<file path="src/rtl/mem_access_unit.sv">
// mem_access_unit: sequential MEM-stage load/store unit driving a req/ack memory port
// Ports:
//   clk, reset            clock and synchronous active-low reset
//   req_valid/req_ready   access handshake from the MEM stage (ready only when idle)
//   addr, write_data      byte address and LSB-justified store data
//   mem_size              000 B, 001 H, 010 W, 100 BU, 101 HU
//   mem_read, mem_write   operation select (exactly one must be set)
//   resp_valid            one-cycle completion pulse with read_data and fault
//   busy                  pipeline stall while an access is in flight
//   mem_*/byte_enable     word-aligned external memory request, held until mem_ack
module mem_access_unit #(
   parameter int ADDR_W = 32,
   parameter int TIMEOUT = 16,
   parameter bit MISALIGN_SPLIT = 1
) (
   input  logic              clk,
   input  logic              reset,
   input  logic              req_valid,
   output logic              req_ready,
   input  logic [ADDR_W-1:0] addr,
   input  logic [31:0]       write_data,
   input  logic [2:0]        mem_size,
   input  logic              mem_read,
   input  logic              mem_write,
   output logic              resp_valid,
   output logic [31:0]       read_data,
   output logic              fault,
   output logic              busy,
   output logic [ADDR_W-1:0] mem_addr,
   output logic [31:0]       mem_data_out,
   input  logic [31:0]       mem_data_in,
   output logic              mem_read_en,
   output logic              mem_write_en,
   output logic [3:0]        byte_enable,
   input  logic              mem_ack
);
   typedef enum logic [1:0] {IDLE, ACC0, ACC1, RESP} state_t;
   state_t      state_q;
   logic [1:0]  off_q;
   logic [2:0]  size_q;
   logic        split_q;
   logic [31:0] hi_data_q;
   logic [3:0]  hi_be_q;
   logic [31:0] lo_q;
   logic [31:0] cnt_q;
   logic [2:0]  nbytes;
   logic [7:0]  mask8;
   logic [63:0] wide;
   logic        split;
   logic        illegal;
   logic        timed_out;
   logic [31:0] raw;
   logic [31:0] ld;
   assign req_ready = state_q == IDLE;
   assign busy = state_q != IDLE;
   always_comb begin
      nbytes = mem_size[1:0] == 2'b00 ? 3'd1 : mem_size[1:0] == 2'b01 ? 3'd2 : 3'd4;
      split = ({1'b0, addr[1:0]} + nbytes) > 3'd4;
      mask8 = {4'h0, nbytes == 3'd1 ? 4'h1 : nbytes == 3'd2 ? 4'h3 : 4'hF} << addr[1:0];
      wide = {32'h0, write_data} << {addr[1:0], 3'b000};
      illegal = (mem_read == mem_write) || mem_size == 3'b011 || mem_size[2:1] == 2'b11;
      // ack wins over timeout when both land on the same cycle
      timed_out = (TIMEOUT != 0) && !mem_ack && cnt_q == 32'(TIMEOUT - 1);
      // a non-split access lives entirely in the current word, so the upper half is don't-care
      raw = 32'({state_q == ACC1 ? mem_data_in : 32'h0, state_q == ACC1 ? lo_q : mem_data_in} >> {off_q, 3'b000});
      ld = size_q == 3'b000 ? {{24{raw[7]}}, raw[7:0]} :
           size_q == 3'b001 ? {{16{raw[15]}}, raw[15:0]} :
           size_q == 3'b100 ? {24'h0, raw[7:0]} :
           size_q == 3'b101 ? {16'h0, raw[15:0]} : raw;
   end
   always_ff @(posedge clk) begin
      if (!reset) begin
         state_q <= IDLE;
         off_q <= '0;
         size_q <= '0;
         split_q <= 1'b0;
         hi_data_q <= '0;
         hi_be_q <= '0;
         lo_q <= '0;
         cnt_q <= '0;
         resp_valid <= 1'b0;
         read_data <= '0;
         fault <= 1'b0;
         mem_addr <= '0;
         mem_data_out <= '0;
         mem_read_en <= 1'b0;
         mem_write_en <= 1'b0;
         byte_enable <= '0;
      end else begin
         resp_valid <= 1'b0;
         case (state_q)
            IDLE: if (req_valid) begin
               off_q <= addr[1:0];
               size_q <= mem_size;
               split_q <= split;
               hi_data_q <= wide[63:32];
               hi_be_q <= mask8[7:4];
               cnt_q <= '0;
               if (illegal || (split && !MISALIGN_SPLIT)) begin
                  state_q <= RESP;
                  resp_valid <= 1'b1;
                  fault <= 1'b1;
                  read_data <= '0;
               end else begin
                  state_q <= ACC0;
                  mem_addr <= {addr[ADDR_W-1:2], 2'b00};
                  byte_enable <= mask8[3:0];
                  mem_data_out <= wide[31:0];
                  mem_read_en <= mem_read;
                  mem_write_en <= mem_write;
               end
            end
            ACC0, ACC1: if (mem_ack && state_q == ACC0 && split_q) begin
               state_q <= ACC1;
               lo_q <= mem_data_in;
               cnt_q <= '0;
               mem_addr <= mem_addr + ADDR_W'(4);
               byte_enable <= hi_be_q;
               mem_data_out <= hi_data_q;
            end else if (mem_ack || timed_out) begin
               state_q <= RESP;
               resp_valid <= 1'b1;
               fault <= timed_out;
               read_data <= (mem_read_en && !timed_out) ? ld : 32'h0;
               mem_addr <= '0;
               mem_data_out <= '0;
               mem_read_en <= 1'b0;
               mem_write_en <= 1'b0;
               byte_enable <= '0;
            end else begin
               cnt_q <= cnt_q + 32'd1;
            end
            RESP: begin
               state_q <= IDLE;
               fault <= 1'b0;
               read_data <= '0;
            end
         endcase
      end
   end
endmodule

</file>
<file path="config.mk">
export PLATFORM = sky130hd
export DESIGN_NAME = mem_access_unit
export DESIGN_NICKNAME = d
export VERILOG_FILES = /design/src/rtl/mem_access_unit.sv
export SDC_FILE = /design/constraint.sdc
export NUM_CORES = 1
export LEC_CHECK = 0
export ABC_AREA = 1
export CORE_UTILIZATION = 50
export CTS_BUF_LIST = sky130_fd_sc_hd__clkbuf_4 sky130_fd_sc_hd__clkbuf_8
export DETAILED_ROUTE_END_ITERATION = 12
export MAX_ROUTING_LAYER = met4
export PLACE_DENSITY = 0.73
export SYNTH_ARGS = -nofsm -noshare
export SYNTH_HDL_FRONTEND = slang
export SYNTH_SLANG_ARGS = --single-unit
</file>
<file path="constraint.sdc">
create_clock -name clk -period 3 [get_ports clk]
set_clock_uncertainty 0.2 [all_clocks]
set_input_delay 0.45 -clock clk [delete_from_list [all_inputs] [get_ports clk]]
set_output_delay 0.45 -clock clk [all_outputs]
set_load 0.01 [all_outputs]
</file>
==> implementation parameters, run 1 <==
Parameter                              Value

Outcome
  Outcome    finished clean

Yosys
  Count of yosys warnings during synthesis    0
  Post-Syn Area    12000 um^2
  Fraction of post-synthesis cell area in the top cell type by area    33.5%
  Cell type with the largest total area after synthesis    sky130_fd_sc_hd__dfxtp_1
  Cells after Synth    1997
  Share of the yosys chip area belonging to registers    33.5%
  Top cells by instance count after synthesis    701 x sky130_fd_sc_hd__nand2_1, 207 x sky130_fd_sc_hd__nor2_1, 201 x sky130_fd_sc_hd__dfxtp_1
  Number of distinct standard cells referenced by the synthesized netlist    44
  Proportion of synthesized flip-flops having asynchronous set or reset    0%
  Number of synthesized flops with an enable pin    0
  Most frequently used flop master after synthesis    sky130_fd_sc_hd__dfxtp_1
  Number of storage elements in the synthesis netlist    201
  Leading cell type by number of instances after synthesis    sky130_fd_sc_hd__nand2_1
  Average cell area after synthesis    6.02 um^2
  Top cells by area in the synthesized netlist    sky130_fd_sc_hd__dfxtp_1 33%, sky130_fd_sc_hd__nand2_1 22%, sky130_fd_sc_hd__a21oi_1 7.5%

Timing
  Final min period    2.80 ns
  Final count of pins violating max slew    0
  Worst slew margin relative to its limit    49.8%
  Final setup vio count    0
  Aggregate negative setup slack    0 ns
  Setup repair after global routing missed its margin    no
  Actual slew at the worst max-slew pin    0.753 ns
  Highest attainable clock frequency    358 MHz
  Tcrit/Tclk final    93.2%
  Count of endpoints failing hold in the final timing report    0

Die
  Overall die width    157 um
  Vertical extent of the die    157 um
  Initial core utilization    51.1%
  Number of primary I/O pins    211
  # rows    56
  Die Footprint    24700 um^2
  Core area    23500 um^2

Setup path
  Setup CP Type    register to register
  Critical path launch point type    register
  Worst Path Buf+Inv    2
  Worst path cell trace    inv_1 -> ha_1 -> buf_4 -> nand2_1 -> nand3_1 -> nand3_1 -> nand3_1 -> nand3_1 -> nor2_4 -> nand2_1 -> a21oi_2
  Maximum single-stage delay on the critical path    0.39 ns
  Family with the most delay on the worst path    simple AND/OR/NAND/NOR gates
  Cell at the slowest stage of the critical path    sky130_fd_sc_hd__nor2_4
  Largest driver fanout on the critical path    30
  Data required time at the worst endpoint    3.27 ns
  Cell type with the highest occurrence count on the critical path    sky130_fd_sc_hd__nand3_1
  Worst flop-to-flop path startpoint    state_q[0]
  CP Depth    11
  Number of cells on the worst reg-to-reg path    11
  WP data arrival    3.07 ns
  End of the worst register-to-register path    read_data[19]
  Worst-case register-to-register setup slack    0.20 ns
  Endpoint class of the critical path    register

Clock network
  Number of clock sinks    201
  Post-CTS Setup Inserts    0
  Number of buffers on the longest clock path    3
  Library cell used as clock root buffer    sky130_fd_sc_hd__clkbuf_8
  Register clock-pin slew on the reported worst setup and hold paths    0.06 ns
  Insertion delay of the later-clocked pin in the worst-skew pair    0.54 ns
  H-tree depth    2
  Number of buffers created by CTS    37
  Clock tree from TritonCTS    built

Min path
  Number of stages on the worst hold path    3
  Worst Hold Endpoint    hi_be_q[0]
  Tightest Hold Check Type    input port to register
  Launch instance of the worst min-delay path    addr[0]

Drt
  Residual DRC count    0
  Vias after detailed routing    13900
  TritonRoute pass-1 iters    6
  Detailed router's first-iteration violation count    1430
  Via density    5.49
  Aggregate routed wire length    41900 um
  Routed wire per std cell    16.6 um
  Post-detailed-route count of antenna-violating nets    0

Placed design
  GP Congestion    1.03
  Post-DP Area    14400 um^2
  Sum of net half-perimeters after detailed placement    30300 um
  Number of port buffers    208

Power
  Overall power consumption    0.0120 W
  Power per standard cell area    791 nW/um^2
  Leakage power    6.01 nW
  Worst voltage drop across the vdd grid    0.543 mV

Layout
  Layout Utilization    64.7%
  Area delta synth->final    26.6%
  Fraction of layout instances using a drive strength above 1    6.76%
  Net count, final    2292
  N_diodes    0
  Fin area    15200 um^2

Global routing
  Tot GR Track Use    34.4%
  Number of antenna violations at the first check in global routing    0
  Largest net degree at the start of global routing    86
  Via count of the first global-routing pass    12500
  Total gr overflow    0
  Wire length of the first global-routing pass    65100 um

Flow run
  Maximum capacitance violations    0
[layer usage]
layer	track usage, %	up-vias	wire length (um)
met5	-	-	0
met4	11.7	0	1290
met3	5.73	87	3360
met2	52.0	625	18300
met1	46.4	6326	19000
li1	-	6820	-
[metrics by stage]
stage	hold slack, ns	setup WS (ns)	std cells
3_5_place_dp	0.254	0.201	2455
4_1_cts	0.103	0.176	2522
2_1_floorplan	0.229	0.869	1998
5_1_grt	0.148	0.00701	2523
6_report	0.126	0.203	2523
3_3_place_gp	0.243	0.331	2455
[timing repair]
action	4_1_cts	5_1_grt
endpoints found under the hold margin	0	0
hold buffers	0	0
setup endpoints to repair	0	20
resized for setup	0	2
[where the power goes]
group	switching [W]	internal, W	total [W]
combinational	0.00354	0.00197	0.00551
clock	0.00121	0.00177	0.00298
sequential	0.000420	0.00312	0.00354
total	0.00518	0.00686	0.0120
[cell type report]
cell class	instances	area, um^2
Clock buffer	63	805
Clock inverter	4	47.5
Fill cell	2315	8320
Inverter	153	578
Multi-Input combinational cell	1532	6910
Sequential cell	201	4020
Tap cell	319	399
Timing Repair Buffer	251	2460
[kinds of logic (layout without fill, tap and decap cells)]
group | count (synthesis) | after routing | share of synthesized area [%]
AND/OR/NAND/NOR | 1075 | 1076 | 36.0
AO/OA/AOI/OAI | 435 | 435 | 19.5
flip-flops | 201 | 201 | 33.5
multiplexers | 2 | 2 | 0.167
buffers and inverters | 266 | 471 | 9.15
adder cells (fa/ha/maj) | 11 | 11 | 1.21
other | 1 | 2 | 0.0312
XOR/XNOR | 6 | 6 | 0.437
[sequential cells by signal (all words and copies together) (netlist names)]
name / cells
byte_enable: 4
mem_write_en: 1
lo_q: 32
cnt_q: 32
fault: 1
hi_be_q: 3
hi_data_q: 24
read_data: 32
resp_valid: 1
split_q: 1
mem_data_out: 32
state_q: 2
mem_read_en: 1
size_q: 3
off_q: 2
mem_addr: 30
[worst min-delay path, stage by stage]
cell	delay, ns
sky130_fd_sc_hd__buf_2	0.17
sky130_fd_sc_hd__a31oi_1	0.10
sky130_fd_sc_hd__a21oi_1	0.10
[how the worst max path moves through the flow]
stage                          start             to  slack (ns)
after floorplan           state_q[0]  read_data[13]        0.87
after global placement    state_q[0]  read_data[13]        0.33
after detailed placement  state_q[0]  read_data[19]        0.20
after CTS                 state_q[0]  read_data[19]        0.18
after global routing      state_q[0]  read_data[20]       0.007
final                     state_q[0]  read_data[19]        0.20
[layout by cell type (no fill, tap or decap), types with 31 or more instances in the layout]
cell type,count
sky130_fd_sc_hd__buf_4,38
sky130_fd_sc_hd__clkbuf_8,53
sky130_fd_sc_hd__nand3_1,105
sky130_fd_sc_hd__a21oi_1,181
sky130_fd_sc_hd__nand2_1,701
sky130_fd_sc_hd__o21ai_0,178
sky130_fd_sc_hd__dfxtp_1,201
sky130_fd_sc_hd__clkdlybuf4s50_1,206
sky130_fd_sc_hd__o211ai_1,31
sky130_fd_sc_hd__inv_1,140
sky130_fd_sc_hd__nor2_1,207
Power figures use the tool's default switching activity.
==> run 2, diff against run 1 <==
--- a/config.mk
+++ b/config.mk
@@ -8,7 +8,9 @@
 export ABC_AREA = 1
 export CORE_UTILIZATION = 50
 export CTS_BUF_LIST = sky130_fd_sc_hd__clkbuf_4 sky130_fd_sc_hd__clkbuf_8
+export CTS_CLUSTER_DIAMETER = 30
 export DETAILED_ROUTE_END_ITERATION = 12
+export GPL_TIMING_DRIVEN = 0
 export MAX_ROUTING_LAYER = met4
 export PLACE_DENSITY = 0.73
 export SYNTH_ARGS = -nofsm -noshare
==> run 2 against run 1 <==
Against the previous run:
- count of clock-buffer cells in the layout shrank 6
- global-route usage increased by 4.4 points
- cell count up 3.6%
- critical path type is now register to primary output
==> implementation parameters, run 2 (synthesized netlist as in run 1, its figures left out) <==
Parameter                              Value

Placed design
  Sum of net half-perimeters after detailed placement    36400 um (+20%)
  Number of port buffers    206 (-0.96%)
  Placed cells    2523 (+2.8%)
  Post-DP Area    14500 um^2 (+0.89%)
  GP Congestion    1.03 (-0.20%)

Global routing
  Number of antenna violations at the first check in global routing    1 (+1)
  Tot GR Track Use    38.9% (+4.4 points)
  Total gr overflow    0 (unchanged)
  Via count of the first global-routing pass    13100 (+5.4%)
  Wire length of the first global-routing pass    71600 um (+10%)
  Largest net degree at the start of global routing    13 (-85%)

Power
  Clock power frac    28.4% (+3.6 points)
  Worst voltage drop across the vdd grid    0.618 mV (+14%)
  Leakage power    6.14 nW (+2.1%)
  Total internal power    0.00727 W (+5.9%)
  Switching share of total power    44.3% (+1.3 points)
  Part of the power in registers    27.3% (-2.1 points)
  Switching component of the power    0.00578 W (+12%)
  Share of total power in combinational logic    44.3% (-1.5 points)
  Power per standard cell area    836 nW/um^2 (+5.7%)

Setup path
  End of the worst register-to-register path    read_data[19]
  WP data arrival    2.22 ns (-0.85 ns)
  Worst-case register-to-register setup slack    0.15 ns (-0.05 ns)
  Endpoint class of the critical path    primary output
  Data required time at the worst endpoint    2.35 ns (-0.92 ns)
  Worst Setup SP    state_q[1]
  Last element of the critical path    busy
  Worst flop-to-flop path startpoint    state_q[0]
  Setup CP Type    register to primary output
  Critical path launch point type    register
  Largest driver fanout on the critical path    6 (-80%)
  Number of cells on the worst reg-to-reg path    16 (+5)

Clock network
  Register clock-pin slew on the reported worst setup and hold paths    0.06 ns (about the same)
  Number of buffers on the longest clock path    3 (unchanged)
  Clock tree from TritonCTS    built
  Number of buffers created by CTS    50 (+35%)
  Hold buffers post-CTS    0 (unchanged)
  Library cell used as clock root buffer    sky130_fd_sc_hd__clkbuf_8
  Cts repair resizes    0 (unchanged)
  Insertion delay of the later-clocked pin in the worst-skew pair    0.59 ns (+0.05 ns)
  H-tree depth    2 (unchanged)
  Number of clock sinks    201 (unchanged)
  Post-CTS Setup Inserts    0 (unchanged)

Timing
  Tcrit/Tclk final    95.7% (+2.5 points)
  Highest attainable clock frequency    348 MHz (-2.6%)
  Final min period    2.87 ns (+0.0745 ns)
  Final count of pins violating max slew    0 (unchanged)
  Actual slew at the worst max-slew pin    0.863 ns (+0.110 ns)
  Worst slew margin relative to its limit    42.4% (-7.4 points)
  Count of endpoints failing hold in the final timing report    0 (unchanged)
  Setup repair after global routing missed its margin    no
  Final setup vio count    0 (unchanged)

Layout
  Net count, final    2372 (+3.5%)
  Fin area    15600 um^2 (+2.6%)
  Non-Filler Instances    2615 (+3.6%)
  Most common cell after layout, fill and taps aside    sky130_fd_sc_hd__nand2_1
  Commonest cells after routing, fill and taps aside    701 x sky130_fd_sc_hd__nand2_1, 207 x sky130_fd_sc_hd__nor2_1, 206 x sky130_fd_sc_hd__clkdlybuf4s50_1
  Fraction of layout instances using a drive strength above 1    7.67% (+0.91 points)
  Area delta synth->final    29.9%

Min path
  Tightest Hold Check Type    input port to register
  Launch instance of the worst min-delay path    mem_size[1]

Die
  Overall die width    157 um (unchanged)
  Vertical extent of the die    157 um (unchanged)
  # rows    56 (unchanged)
  Die Footprint    24700 um^2 (unchanged)
  Core area    23500 um^2 (unchanged)
  Initial core utilization    51.1% (unchanged)
  Number of primary I/O pins    211 (unchanged)

Flow run
  Maximum capacitance violations    0 (unchanged)

Drt
  Via density    5.62 (+2.3%)
  Residual DRC count    0 (unchanged)
  TritonRoute pass-1 iters    6 (unchanged)
  Vias after detailed routing    14700 (+6.0%)
  Detailed router's first-iteration violation count    1792 (+25%)
  Routed wire per std cell    18.1 um (+9.2%)
  Aggregate routed wire length    47400 um (+13%)
  Post-detailed-route count of antenna-violating nets    0 (unchanged)

Outcome
  Outcome    finished clean
[run 2: changes by cell type in the layout (fill, tap and decap cells not counted), sizes merged]
| cell | before | now |
|---|---|---|
| diode | 0 | 1 |
| inv | 150 | 151 |
| buf | 45 | 55 |
| bufinv | 1 | 5 |
| nor2 | 215 | 214 |
| clkinv | 5 | 15 |
| clkinvlp | 1 | 16 |
| clkbuf | 63 | 115 |
[run 2: critical path, cell delays in order (launching register included)]
cell and delay [ns]:
sky130_fd_sc_hd__dfxtp_1 0.42, sky130_fd_sc_hd__inv_1 0.13, sky130_fd_sc_hd__ha_1 0.31, sky130_fd_sc_hd__inv_1 0.22
sky130_fd_sc_hd__clkdlybuf4s50_1 0.57
[run 2: cell type report]
class	count	area, um^2
Fill cell	2237	7930
Buffer	113	527
Timing Repair Buffer	206	2060
Inverter	153	574
Sequential cell	201	4020
Clock buffer	57	772
Tap cell	319	399
Antenna cell	1	2.50
Multi-Input combinational cell	1531	6900
Clock inverter	34	354
[run 2: layer usage]
| layer | global-route usage [%] | routed length (um) | vias to the layer above |
|---|---|---|---|
| met1 | 52.9 | 20700 | 6697 |
| met3 | 6.91 | 4710 | 141 |
| li1 | - | - | 7006 |
| met4 | 15.0 | 1700 | 0 |
| met5 | - | 0 | - |
| met2 | 56.9 | 20300 | 848 |
[run 2: power groups by stage]
| stage | logic [W] | clock network, W | registers (W) |
|---|---|---|---|
| 2_1_floorplan | 0.00320 | 0 | 0.00360 |
| 3_3_place_gp | 0.00554 | 0 | 0.00358 |
| 3_5_place_dp | 0.00559 | 0 | 0.00357 |
| 4_1_cts | 0.00562 | 0.00372 | 0.00353 |
| 5_1_grt | 0.00623 | 0.00385 | 0.00359 |
| 6_report | 0.00579 | 0.00371 | 0.00356 |
[run 2: worst min path at each step]
stage | end | slack (ns) | cells after the start
floorplan | lo_q[1] | 0.23 | 2
global placement | lo_q[2] | 0.24 | 2
detailed placement | lo_q[2] | 0.25 | 2
CTS | hi_be_q[1] | 0.02 | 3
global route | hi_be_q[1] | 0.06 | 3
finish | hi_be_q[1] | 0.04 | 3
[run 2: stage by stage]
step | power, W | setup slack (ns) | hold WS [ns] | TNS (ns) | utilization [%]
floorplan | 0.00680 | 0.869 | 0.229 | 0 | -
global placement | 0.00912 | -0.111 | 0.244 | -1.49 | 61.5
detailed placement | 0.00916 | -0.0906 | 0.250 | -1.34 | 61.5
CTS | 0.0129 | 0.103 | 0.0240 | 0 | 66.3
global route | 0.0137 | 0.00129 | 0.0551 | 0 | 66.3
finish | 0.0131 | 0.129 | 0.0435 | 0 | 66.3
==> variant 1, RTL diff (config.mk and constraints of run 1) <==
The parameter `MISALIGN_SPLIT` goes from 1 to 0.
--- a/src/rtl/mem_access_unit.sv
+++ b/src/rtl/mem_access_unit.sv
@@ -11,7 +11,7 @@
 module mem_access_unit #(
    parameter int ADDR_W = 32,
    parameter int TIMEOUT = 16,
-   parameter bit MISALIGN_SPLIT = 1
+   parameter bit MISALIGN_SPLIT = 0
 ) (
    input  logic              clk,
    input  logic              reset,
Function: changed (Yosys sat finds a counterexample within 4 cycles, from zero or initial values and one cycle with reset low).
==> variant 1 against run 1 <==
  * Sequential cell count stayed put
  * Total power is 0.96% lower
  * Cell area rose by 0.99%
  * Global-route usage down 0.86 points
  * Synthesized area grew 0.70%
  * Wire length decreased by 3.2%
  * First-iteration DRC count is 24% lower
  * Setup slack got worse by 0.021 ns
  * Largest cell class unchanged
==> variant 1: results (changes against run 1) <==
CP Max Fanout 6 (was 30); CP Data Arrival Time 2.17 ns (was 3.07 ns); Flop+latch power 3.48 mW (was 3.54 mW); nets@finish 2302 (was 2292); Slowest cell on crit path clkdlybuf4s50_1 (was nor2_4); sw frac 0.4248 (was 0.4300); RePlAce Congestion 0.9370 (was 1.033); Max VDD drop 0.5910 mV (was 0.5427 mV); min-delay src reset (was addr[0]); final wirelength 40.58 mm (was 41.91 mm); metal3 WL 3.466 mm (was 3.363 mm); met1 usage in global routing 0.4453 (was 0.4642); layout cells sized above 1 0.06917 (was 0.06760); met2 GRT Util 0.5135 (was 0.5204); Vias per Instance 5.468 (was 5.493); top cells by area, synth dfxtp_1 33%, nand2_1 21%, o21ai_0 8.0%, a21oi_1 7.7%, nor2_1 6.2% (was dfxtp_1 33%, nand2_1 22%, a21oi_1 7.5%, o21ai_0 7.4%, nor2_1 6.5%); antenna violations before repair 4 (was 0); 1st-iter DRT viols 1089 (was 1430); Metal-1 WL 17.96 mm (was 18.97 mm); Hold Slack 0.1380 ns (was 0.1261 ns); share of the synthesized area in the top cell type 0.3324 (was 0.3347); Seq/Total Area, Yosys 0.3324 (was 0.3347); Commonest cells post-synth 677 x nand2_1, 201 x dfxtp_1, 201 x nor2_1 (was 701 x nand2_1, 207 x nor2_1, 201 x dfxtp_1); vias in the first global route 12620 (was 12460); Pleak 6.114 nW (was 6.011 nW); met2 wire len 18.07 mm (was 18.29 mm); reg2reg setup slack 0.31 ns (was 0.20 ns); largest net degree at the start of global routing 72 (was 86); status finished, final reports clean (unchanged); GRT Total Usage 0.3355 (was 0.3441); Initial DRT Pass Iterations 5 (was 6); first-pass GRT wire length 64.77 mm (was 65.06 mm); GR Util met3 0.05831 (was 0.05727); CP peak stage delay 0.61 ns (was 0.39 ns)
-- variant 1: final timing paths --
| check | cells past startpoint | to |
|---|---|---|
| worst min-delay path | 3 | read_data[3] |
| worst min register to register | 2 | mem_data_out[7] |
| worst max-delay path | 4 | busy |
| worst max register to register | 12 | read_data[26] |
-- variant 1: logic make-up (layout without fill, tap and decap cells) --
family / after synthesis / count (layout) / synth area share
buffers and inverters: 277 / 487 / 0.09477
AND/OR/NAND/NOR: 1046 / 1046 / 0.3490
flip-flops: 201 / 201 / 0.3324
multiplexers: 2 / 2 / 0.001654
XOR/XNOR: 4 / 4 / 0.002894
adder cells (fa/ha/maj): 12 / 12 / 0.01302
AO/OA/AOI/OAI: 458 / 458 / 0.2060
other: 1 / 6 / 0.0003097
-- variant 1: critical path, delay by kind of cell, from the launching register on --
family / cells / cell delay (ns)
adders and majority gates: 1 / 0.31
buffers and inverters: 3 / 0.91
DFF: 1 / 0.40
-- variant 1: layout make-up --
cell class              count  area (um^2)  area share
well taps                 319        399.1     0.02596
clock inverters             8        100.1    0.006510
repair buffers            258         2560      0.1665
inverters                 163        614.3     0.03995
diodes                      4        10.01   0.0006510
flip-flops and latches    201         4024      0.2617
clock buffers              58        729.5     0.04744
multi-input cells        1524         6939      0.4513
-- variant 1: stage by stage --
step / worst slack (ns) / power [mW] / cell area (um^2) / std cells
after global placement: -0.01423 / 8.885 / 14540 / 2465
after CTS: 0.1615 / 11.91 / 15370 / 2531
after floorplan: 0.2994 / 6.827 / 12110 / 2002
final: 0.1828 / 11.93 / 15380 / 2535
after detailed placement: -0.09969 / 8.925 / 14540 / 2465
after global routing: 0.09156 / 12.70 / 15380 / 2535
==> variant 2, RTL diff (settings of run 1) <==
Without the edit above. Make the reset (`reset`) asynchronous in one clocked block. Comments in the files are not updated.
--- a/src/rtl/mem_access_unit.sv
+++ b/src/rtl/mem_access_unit.sv
@@ -68,7 +68,7 @@
            size_q == 3'b100 ? {24'h0, raw[7:0]} :
            size_q == 3'b101 ? {16'h0, raw[15:0]} : raw;
    end
-   always_ff @(posedge clk) begin
+   always_ff @(posedge clk or negedge reset) begin
       if (!reset) begin
          state_q <= IDLE;
          off_q <= '0;
Function: differs if reset is asserted again (counterexample within 4 cycles, from zero or initial values and one cycle with reset low); with reset held inactive, the same outputs for 4 cycles.
==> variant 2 against run 1 <==
  * Setup slack improved by 0.030 ns
  * Largest cell class unchanged
  * Synthesized area increased by 4.2%
  * Sequential power increased by 25%
  * Global-route usage decreased by 4.1 points
  * Critical path depth decreased by 7
  * Wire length decreased by 9.8%
  * Non-clock buffer count decreased by 9
  * Utilization decreased by 0.84 points
  * Total power increased by 22%
  * Sequential cell count unchanged
  * Clock power decreased by 6%
  * Cell area increased by 2.6%
==> variant 2: results (changes against run 1) <==
XOR/XNOR Fraction of Synth Area 0.003494 (was 0.004371); worst skew pair latency 0.55 ns; 1st-iter DRT viols 1246 (was 1430); Synth Flop Type dfrtp_1 (was dfxtp_1); max_slew headroom 0.5609 (was 0.4980); port bufs 208 (unchanged); mean routed wirelength per cell 15.80 um (was 16.61 um); via count 12800 (was 13860); htree depth 2 (unchanged); Root Buffer clkbuf_8 (unchanged); syn_area_per_cell 6.778 um^2 (was 6.020 um^2); Max VDD drop 1.049 mV (was 0.5427 mV); antenna violations before repair 3 (was 0); CP Max Fanout 5 (was 30); largest net degree at the start of global routing 92 (was 86); CP Data Arrival Time 2.12 ns (was 3.07 ns); HPWL Detailed 26.84 mm (was 30.34 mm); Post-CTS Setup Repair Bufs 0 (unchanged); clock buffer depth 3 (unchanged); first-pass GRT wire length 61.48 mm (was 65.06 mm); CTS resizes 0 (unchanged); Seq/Total Area, Yosys 0.4014 (was 0.3347); worst min path class flop to flop (was input port to flop); Initial DRT Pass Iterations 7 (was 6); mux cell area share after synthesis 0.01757 (was 0.001665); fillcell total 2282 (was 2315); Pint 8.067 mW (was 6.864 mW); number of CTS-inserted buffers 37 (unchanged); nets@finish 2154 (was 2292); # placed instances 2322 (was 2455); status finished, final reports clean (unchanged); Worst-path clk slew 0.06 ns (about the same); Post-CTS Hold Buffers 1 (was 0); top cells by area, synth dfrtp_1 40%, nand2_1 22%, o21ai_0 8.1%, nor2_1 4.5%, nand3_1 4.0% (was dfxtp_1 33%, nand2_1 22%, a21oi_1 7.5%, o21ai_0 7.4%, nor2_1 6.5%); Synth Warn # 0 (unchanged); vias in the first global route 12170 (was 12460); layout cells sized above 1 0.06492 (was 0.06760); Vias per Instance 5.355 (was 5.493); Compound-Gate Fraction of Synth Area 0.1413 (was 0.1952); Netlist cell types 48 (was 44); GRT Total Usage 0.3032 (was 0.3441); Pleak 7.274 nW (was 6.011 nW); Commonest cells post-synth 735 x nand2_1, 204 x o21ai_0, 201 x dfrtp_1 (was 701 x nand2_1, 207 x nor2_1, 201 x dfxtp_1); RePlAce Congestion 0.9488 (was 1.033); Adder-Cell Fraction of Synth Area 0.01158 (was 0.01207); Async SR Flop Fraction 1.000 (was 0)
==> variant 2: final cells by class <==
cell class	instances	area, um^2	area share
tap	324	405.4	0.02596
inverter	138	530.5	0.03398
clock buffer	55	688.2	0.04407
antenna	3	7.507	0.0004808
clock inverter	10	85.08	0.005449
sequential	201	5030	0.3221
multi-input combinational	1418	6479	0.4149
timing repair buffer	242	2389	0.1530
==> variant 2: cells by family after synthesis <==
logic type / count (synthesis)
compound gates: 325
xor+xnor: 5
fa+ha+maj: 11
buf+inv: 231
flops: 201
mux: 22
other cells: 1
simple gates: 1053
==> variant 2: critical path, stage by stage (launching register included) <==
cell             delay [ns]
dfrtp_1                0.43
inv_1                  0.13
ha_1                   0.27
inv_1                  0.13
clkdlybuf4s50_1        0.62
==> variant 2: metal layers <==
layer / wire length [um] / track usage / part of all wire / vias up
li1: - / - / - / 6352
met5: 0 / - / 0 / -
met3: 3121 / 0.06173 / 0.083 / 76
met4: 1012 / 0.09957 / 0.027 / 0
met2: 17060 / 0.4690 / 0.45 / 509
met1: 16600 / 0.3984 / 0.44 / 5867
==> variant 2: power by group through the flow <==
| stage | registers, mW | clock network (mW) | logic, mW |
|---|---|---|---|
| after global routing | 4.53 | 2.95 | 8.39 |
| after CTS | 4.41 | 2.83 | 7.50 |
| final | 4.42 | 2.79 | 7.51 |
| after detailed placement | 4.43 | 0 | 7.47 |
| after floorplan | 4.48 | 0 | 4.83 |
| after global placement | 4.42 | 0 | 7.36 |
==> variant 2: final timing paths <==
kind / startpoint / depth (start not counted) / to / slack, ns
worst min register to register: lo_q[2] / 2 / lo_q[2] / 0.27
max in group asynchronous: reset / 3 / mem_addr[26] / 1.50
worst max-delay path: state_q[1] / 4 / busy / 0.23
worst min-delay path: lo_q[2] / 2 / lo_q[2] / 0.27
worst max register to register: state_q[0] / 11 / read_data[18] / 0.34
min in group asynchronous: reset / 2 / lo_q[12] / 0.30
==> variant 2: metrics by stage <==
step	worst slack, ns	cell area [um^2]
after CTS	0.2466	15610
final	0.2337	15610
after detailed placement	0.3363	14820
after floorplan	0.8565	12540
after global placement	0.3932	14820
after global routing	0.01380	15610
